**src/rtl/ram_rd_stream.sv**
```systemverilog
// rtl/ram_rd_stream.sv - burst read master: async RAM read port to a registered valid/ready stream
// Optional abort input enabled by RAM_RD_STREAM_ABORT_EN.
module ram_rd_stream #(
  parameter int DATA_WIDTH = 8,
  parameter int ADDR_WIDTH = 8
) (
  input  logic                  clk,
  input  logic                  rstn,
  input  logic                  cmd_valid,
  output logic                  cmd_ready,
  input  logic [ADDR_WIDTH-1:0] cmd_addr,
  input  logic [ADDR_WIDTH-1:0] cmd_len,
  output logic [ADDR_WIDTH-1:0] ram_address,
  output logic                  ram_cs,
  output logic                  ram_oe,
  output logic                  ram_we,
  input  logic [DATA_WIDTH-1:0] ram_data,
  output logic                  out_valid,
  input  logic                  out_ready,
  output logic [DATA_WIDTH-1:0] out_data,
  output logic                  out_last,
  output logic                  busy,
`ifdef RAM_RD_STREAM_ABORT_EN
  input  logic                  abort,
`endif
  output logic                  done
);

  typedef enum logic [1:0] {IDLE, READ, DRAIN} state_t;

  state_t                state;
  logic [ADDR_WIDTH-1:0] rd_addr;
  logic [ADDR_WIDTH-1:0] remain;
  logic                  abort_hit;
  logic                  fetch;

`ifdef RAM_RD_STREAM_ABORT_EN
  assign abort_hit = abort && (state != IDLE);
`else
  assign abort_hit = 1'b0;
`endif

  // An abort suppresses the RAM access it would otherwise have overlapped.
  assign fetch       = (state == READ) && (!out_valid || out_ready) && !abort_hit;
  assign ram_cs      = fetch;
  assign ram_oe      = fetch;
  assign ram_we      = 1'b0;
  assign ram_address = rd_addr;
  assign cmd_ready   = (state == IDLE);
  assign busy        = (state != IDLE);

  always_ff @(posedge clk) begin
    if (!rstn) begin
      state     <= IDLE;
      rd_addr   <= '0;
      remain    <= '0;
      out_valid <= 1'b0;
      out_data  <= '0;
      out_last  <= 1'b0;
      done      <= 1'b0;
    end else begin
      done <= 1'b0;
      if (abort_hit) begin
        state     <= IDLE;
        out_valid <= 1'b0;
        out_last  <= 1'b0;
        done      <= 1'b1;
      end else begin
        case (state)
          IDLE: begin
            if (cmd_valid) begin
              rd_addr <= cmd_addr;
              remain  <= cmd_len;
              state   <= READ;
            end
          end
          READ: begin
            if (fetch) begin
              out_data  <= ram_data;
              out_valid <= 1'b1;
              out_last  <= (remain == '0);
              rd_addr   <= rd_addr + ADDR_WIDTH'(1);
              remain    <= remain - ADDR_WIDTH'(1);
              if (remain == '0) state <= DRAIN;
            end else if (out_valid && out_ready) begin
              out_valid <= 1'b0;
            end
          end
          DRAIN: begin
            // The final word is already registered; just wait for its handshake.
            if (out_valid && out_ready) begin
              out_valid <= 1'b0;
              state     <= IDLE;
              done      <= 1'b1;
            end
          end
          default: state <= IDLE;
        endcase
      end
    end
  end

endmodule

```
**config.mk**
```make
export PLATFORM = sky130hd
export DESIGN_NAME = ram_rd_stream
export DESIGN_NICKNAME = d
export VERILOG_FILES = /design/src/rtl/ram_rd_stream.sv
export SDC_FILE = /design/constraint.sdc
export NUM_CORES = 1
export LEC_CHECK = 0
export ABC_CLOCK_PERIOD_IN_PS = 2400
export CAP_MARGIN = 20
export CORE_MARGIN = 4
export CORE_UTILIZATION = 35
export CTS_BUF_LIST = sky130_fd_sc_hd__clkbuf_8
export CTS_CLUSTER_DIAMETER = 200
export DETAILED_ROUTE_END_ITERATION = 6
export SLEW_MARGIN = 20
export SYNTH_ARGS = -nofsm -noshare
export SYNTH_HDL_FRONTEND = slang
export SYNTH_SLANG_ARGS = --single-unit
```
**constraint.sdc**
```tcl
create_clock -name clk -period 2.4 [get_ports clk]
set_clock_uncertainty 0.1 [all_clocks]
set_input_delay 0.24 -clock clk [delete_from_list [all_inputs] [get_ports clk]]
set_output_delay 0.24 -clock clk [all_outputs]
set_load 0.01 [all_outputs]
```
==> flow_metrics.py <==
metrics = {
    "routing": {
        "dr_total_vias": 1509,
        "drc": 0,
        "dr.pass1.iters": 4,
        "viasPerCell": 5.15,
        "drt_iter0_drc": 65,
        "drt-total-wl_mm": 4.12,
        "antenna_left": 0,
        "wire_per_inst_um": 14.1,
    },
    "logic_synthesis": {
        "async_flop_share_pct": 0,
        "ys_ff_latch": 29,
        "synth.area.mux_share_pct": 7.10,
        "synth_xor_area_share_pct": 0,
        "yosysWarningCount": 0,
        "synthFlopType": "dfxtp_1",
        "syn_area_um2": 1690,
        "ys_seq_area_share_pct": 34.3,
        "netlist_instances": 190,
        "synth_edf_count": 0,
        "synth_top_family_by_area": "compound AO/OA/AOI/OAI gates",
        "synth_compound_area_share_pct": 27.1,
        "synth-simple-area-share_pct": 17.2,
        "syn-num-nets": 226,
        "synth_cell_type_count": 45,
        "synthAdderAreaFrac_pct": 5.92,
        "syn_area_per_cell_um2": 8.90,
    },
    "worst_hold_path": {
        "worstHoldPathType": "reg2reg",
        "hp-start": "out_last",
        "hold-path-endpoint": "out_last",
        "hold_depth": 2,
    },
    "outcome": {
        "status": "finished, final reports clean",
    },
    "timing": {
        "worst_pin_slew_ns": 0.808,
        "max-slew-margin-rel_pct": 46.1,
        "period_minus_slack_ns": 2.20,
        "maxSlewViolCount": 0,
        "grt_setup_unrepaired": "no",
        "fmax_mhz": 455,
        "tns_ns": 0,
        "setup_violations": 0,
        "holdWs_ns": 0.353,
        "post-route-period-util_pct": 91.5,
        "finalHoldViolCount": 0,
    },
    "grt": {
        "grt_max_degree": 26,
        "gr-total-overflow": 0,
        "grt_pass1_wl_mm": 6.95,
        "antenna_found_initial": 0,
        "grt_pass1_vias": 1472,
        "track_usage_pct": 14.4,
    },
    "setup_path": {
        "cp_data_required_time_ns": 2.06,
        "cp.arrival_ns": 1.86,
        "crit_fanout": 8,
        "reg2reg_to": "remain[1]",
        "cpMaxStageDelayCell": "clkdlybuf4s50_1",
        "cp-start-kind": "flip-flop",
        "reg2reg_slack_ns": 0.34,
        "cpMostUsedCell": "inv_2",
        "path_cells": "inv_1 -> ha_2 -> inv_2 -> a21o_1 -> inv_2 -> clkdlybuf4s50_1",
        "max_stage_delay_ns": 0.53,
        "path_class": "reg2out",
        "r2r-start": "state[0]",
        "endpoint_kind": "output port",
        "r2r_cells": 7,
    },
    "die": {
        "die_width_um": 77.5,
        "start_util_pct": 36.1,
        "ios": 52,
        "rows": 25,
        "die_area_um2": 6010,
        "core_area_um2": 4690,
        "die_h_um": 77.5,
    },
    "clock_network": {
        "clkLatencyLatePin_ns": 0.28,
        "cts_htree_levels": 2,
        "holdBufCountCts": 0,
        "cts_buffers": 5,
        "cts.sinks": 29,
        "root_buffer": "clkbuf_8",
        "cts.clk_slew.worst_paths_ns": 0.06,
        "clockBufferDepth": 2,
        "cts_tree": "yes",
        "postCtsSetupRepairBufs": 0,
    },
    "cells_and_area": {
        "postLayoutCoreUtil_pct": 48.7,
        "diodes": 0,
        "layout.nets": 274,
        "fillers": 476,
        "area_delta_synth_final_pct": 35.2,
        "drive_gt1_share_pct": 13.0,
    },
    "placed_design": {
        "io_buffers": 50,
        "gp_congestion": 0.784,
        "hpwl_mm": 2.88,
    },
    "run": {
        "drv_cap": 0,
    },
    "power": {
        "p_per_area_nw_per_um2": 1170,
        "p_leak_nw": 0.884,
        "ir_drop_mv": 0.613,
    },
}
[how the worst max path moves through the flow]
stage | startpoint | to | slack (ns) | cells past startpoint
final | state[1] | ram_cs | 0.20 | 6
after global routing | state[1] | ram_cs | 0.06 | 6
after CTS | state[1] | ram_cs | 0.09 | 6
after detailed placement | state[1] | remain[1] | 0.33 | 7
after global placement | out_ready | remain[1] | 0.38 | 6
after floorplan | state[0] | ram_address[4] | 0.49 | 7
[kinds of logic (layout without fill, tap and decap cells)]
| family | Yosys count | count (layout) |
|---|---|---|
| AND/OR/NAND/NOR | 63 | 63 |
| buffers and inverters | 25 | 74 |
| other | 1 | 1 |
| multiplexers | 12 | 12 |
| AO/OA/AOI/OAI | 52 | 52 |
| flip-flops | 29 | 29 |
| adder cells (fa/ha/maj) | 8 | 8 |
[flip-flops by register name, indices dropped and copies added, names as in the netlist]
signal,flops
done,1
out_data,8
out_last,1
out_valid,1
ram_address,8
remain,8
state,2
[cell usage after synthesis, types with 2 or more instances]
cell / instances / share of area (%)
inv_1: 9 / 2.0
nor2_1: 21 / 4.7
a2bb2oi_1: 2 / 1.0
a21o_1: 2 / 0.89
a211oi_1: 2 / 0.89
o21a_1: 2 / 0.89
inv_2: 2 / 0.44
clkbuf_1: 6 / 1.3
and3_1: 2 / 0.74
a21oi_2: 4 / 2.1
mux2i_1: 12 / 7.1
nor3_1: 3 / 0.89
nor2b_1: 2 / 0.74
o221a_1: 4 / 2.7
o211ai_2: 2 / 1.5
dfxtp_1: 29 / 34
a21oi_1: 12 / 3.6
o32ai_2: 5 / 4.8
buf_4: 4 / 1.8
and4_1: 2 / 1.0
nand3_1: 5 / 1.5
a32oi_1: 3 / 1.6
buf_6: 2 / 1.3
ha_1: 8 / 5.9
o21ai_1: 4 / 1.2
nand2_1: 22 / 4.9
[stage by stage]
| step | cell area, µm² | power (mW) | cells | worst slack [ns] |
|---|---|---|---|---|
| floorplan | 1690 | 1.87 | 190 | 0.492 |
| detailed placement | 2200 | 2.30 | 285 | 0.334 |
| global placement | 2200 | 2.29 | 285 | 0.381 |
| global route | 2290 | 2.90 | 293 | 0.0566 |
| finish | 2290 | 2.67 | 293 | 0.204 |
| CTS | 2280 | 2.70 | 293 | 0.0923 |
[power by group]
group | leakage [nW] | internal, mW | total [mW] | switching [mW]
Combinational | 0.596 | 0.711 | 1.47 | 0.763
Clock | 0.0491 | 0.196 | 0.385 | 0.188
Sequential | 0.238 | 0.642 | 0.807 | 0.165
Total | 0.884 | 1.55 | 2.67 | 1.12
[routing by layer]
| metal | wire length (µm) | part of all wire, % | track usage (%) | vias to the layer above |
|---|---|---|---|---|
| met5 | 0 | 0 | 0 | - |
| met4 | 68 | 1.6 | 5.34 | 0 |
| met3 | 263 | 6.4 | 4.64 | 6 |
| met2 | 1850 | 45 | 23.1 | 41 |
| met1 | 1940 | 47 | 18.0 | 686 |
| li1 | - | - | - | 776 |
[worst max-delay path, delay by kind of cell, from the launching register on]
family / cells / cell delay, ns
flops: 1 / 0.32
fa+ha+maj: 1 / 0.30
buf+inv: 4 / 0.78
compound gates: 1 / 0.18
[cells in the final DEF, fill, tap and decap left out, types with 3 or more instances in the layout]
cell type and count:
clkdlybuf4s50_1 50, dfxtp_1 29, nand2_1 22, nor2_1 21, a21oi_1 12, mux2i_1 12
inv_1 10, ha_1 7, nand3_1 5, o32ai_2 5, clkbuf_8 5, buf_4 5
o21ai_1 4, a21oi_2 4, o221a_1 4, nor3_1 3, a32oi_1 3
[repair_timing]
item                       4_1_cts  5_1_grt
hold endpoints to repair         0        0
setup endpoints to repair        0        2
resized for setup                0        1
[cell type report]
type / count / area (µm²) / share of cell area, %
multi-input combinational: 136 / 977 / 42.7
clock buffer: 5 / 68.8 / 3.01
sequential: 29 / 581 / 25.4
clock inverter: 3 / 13.8 / 0.602
timing repair buffer: 55 / 538 / 23.5
tap: 54 / 67.6 / 2.95
inverter: 11 / 41.3 / 1.81
(Power assumes the default switching activity.)
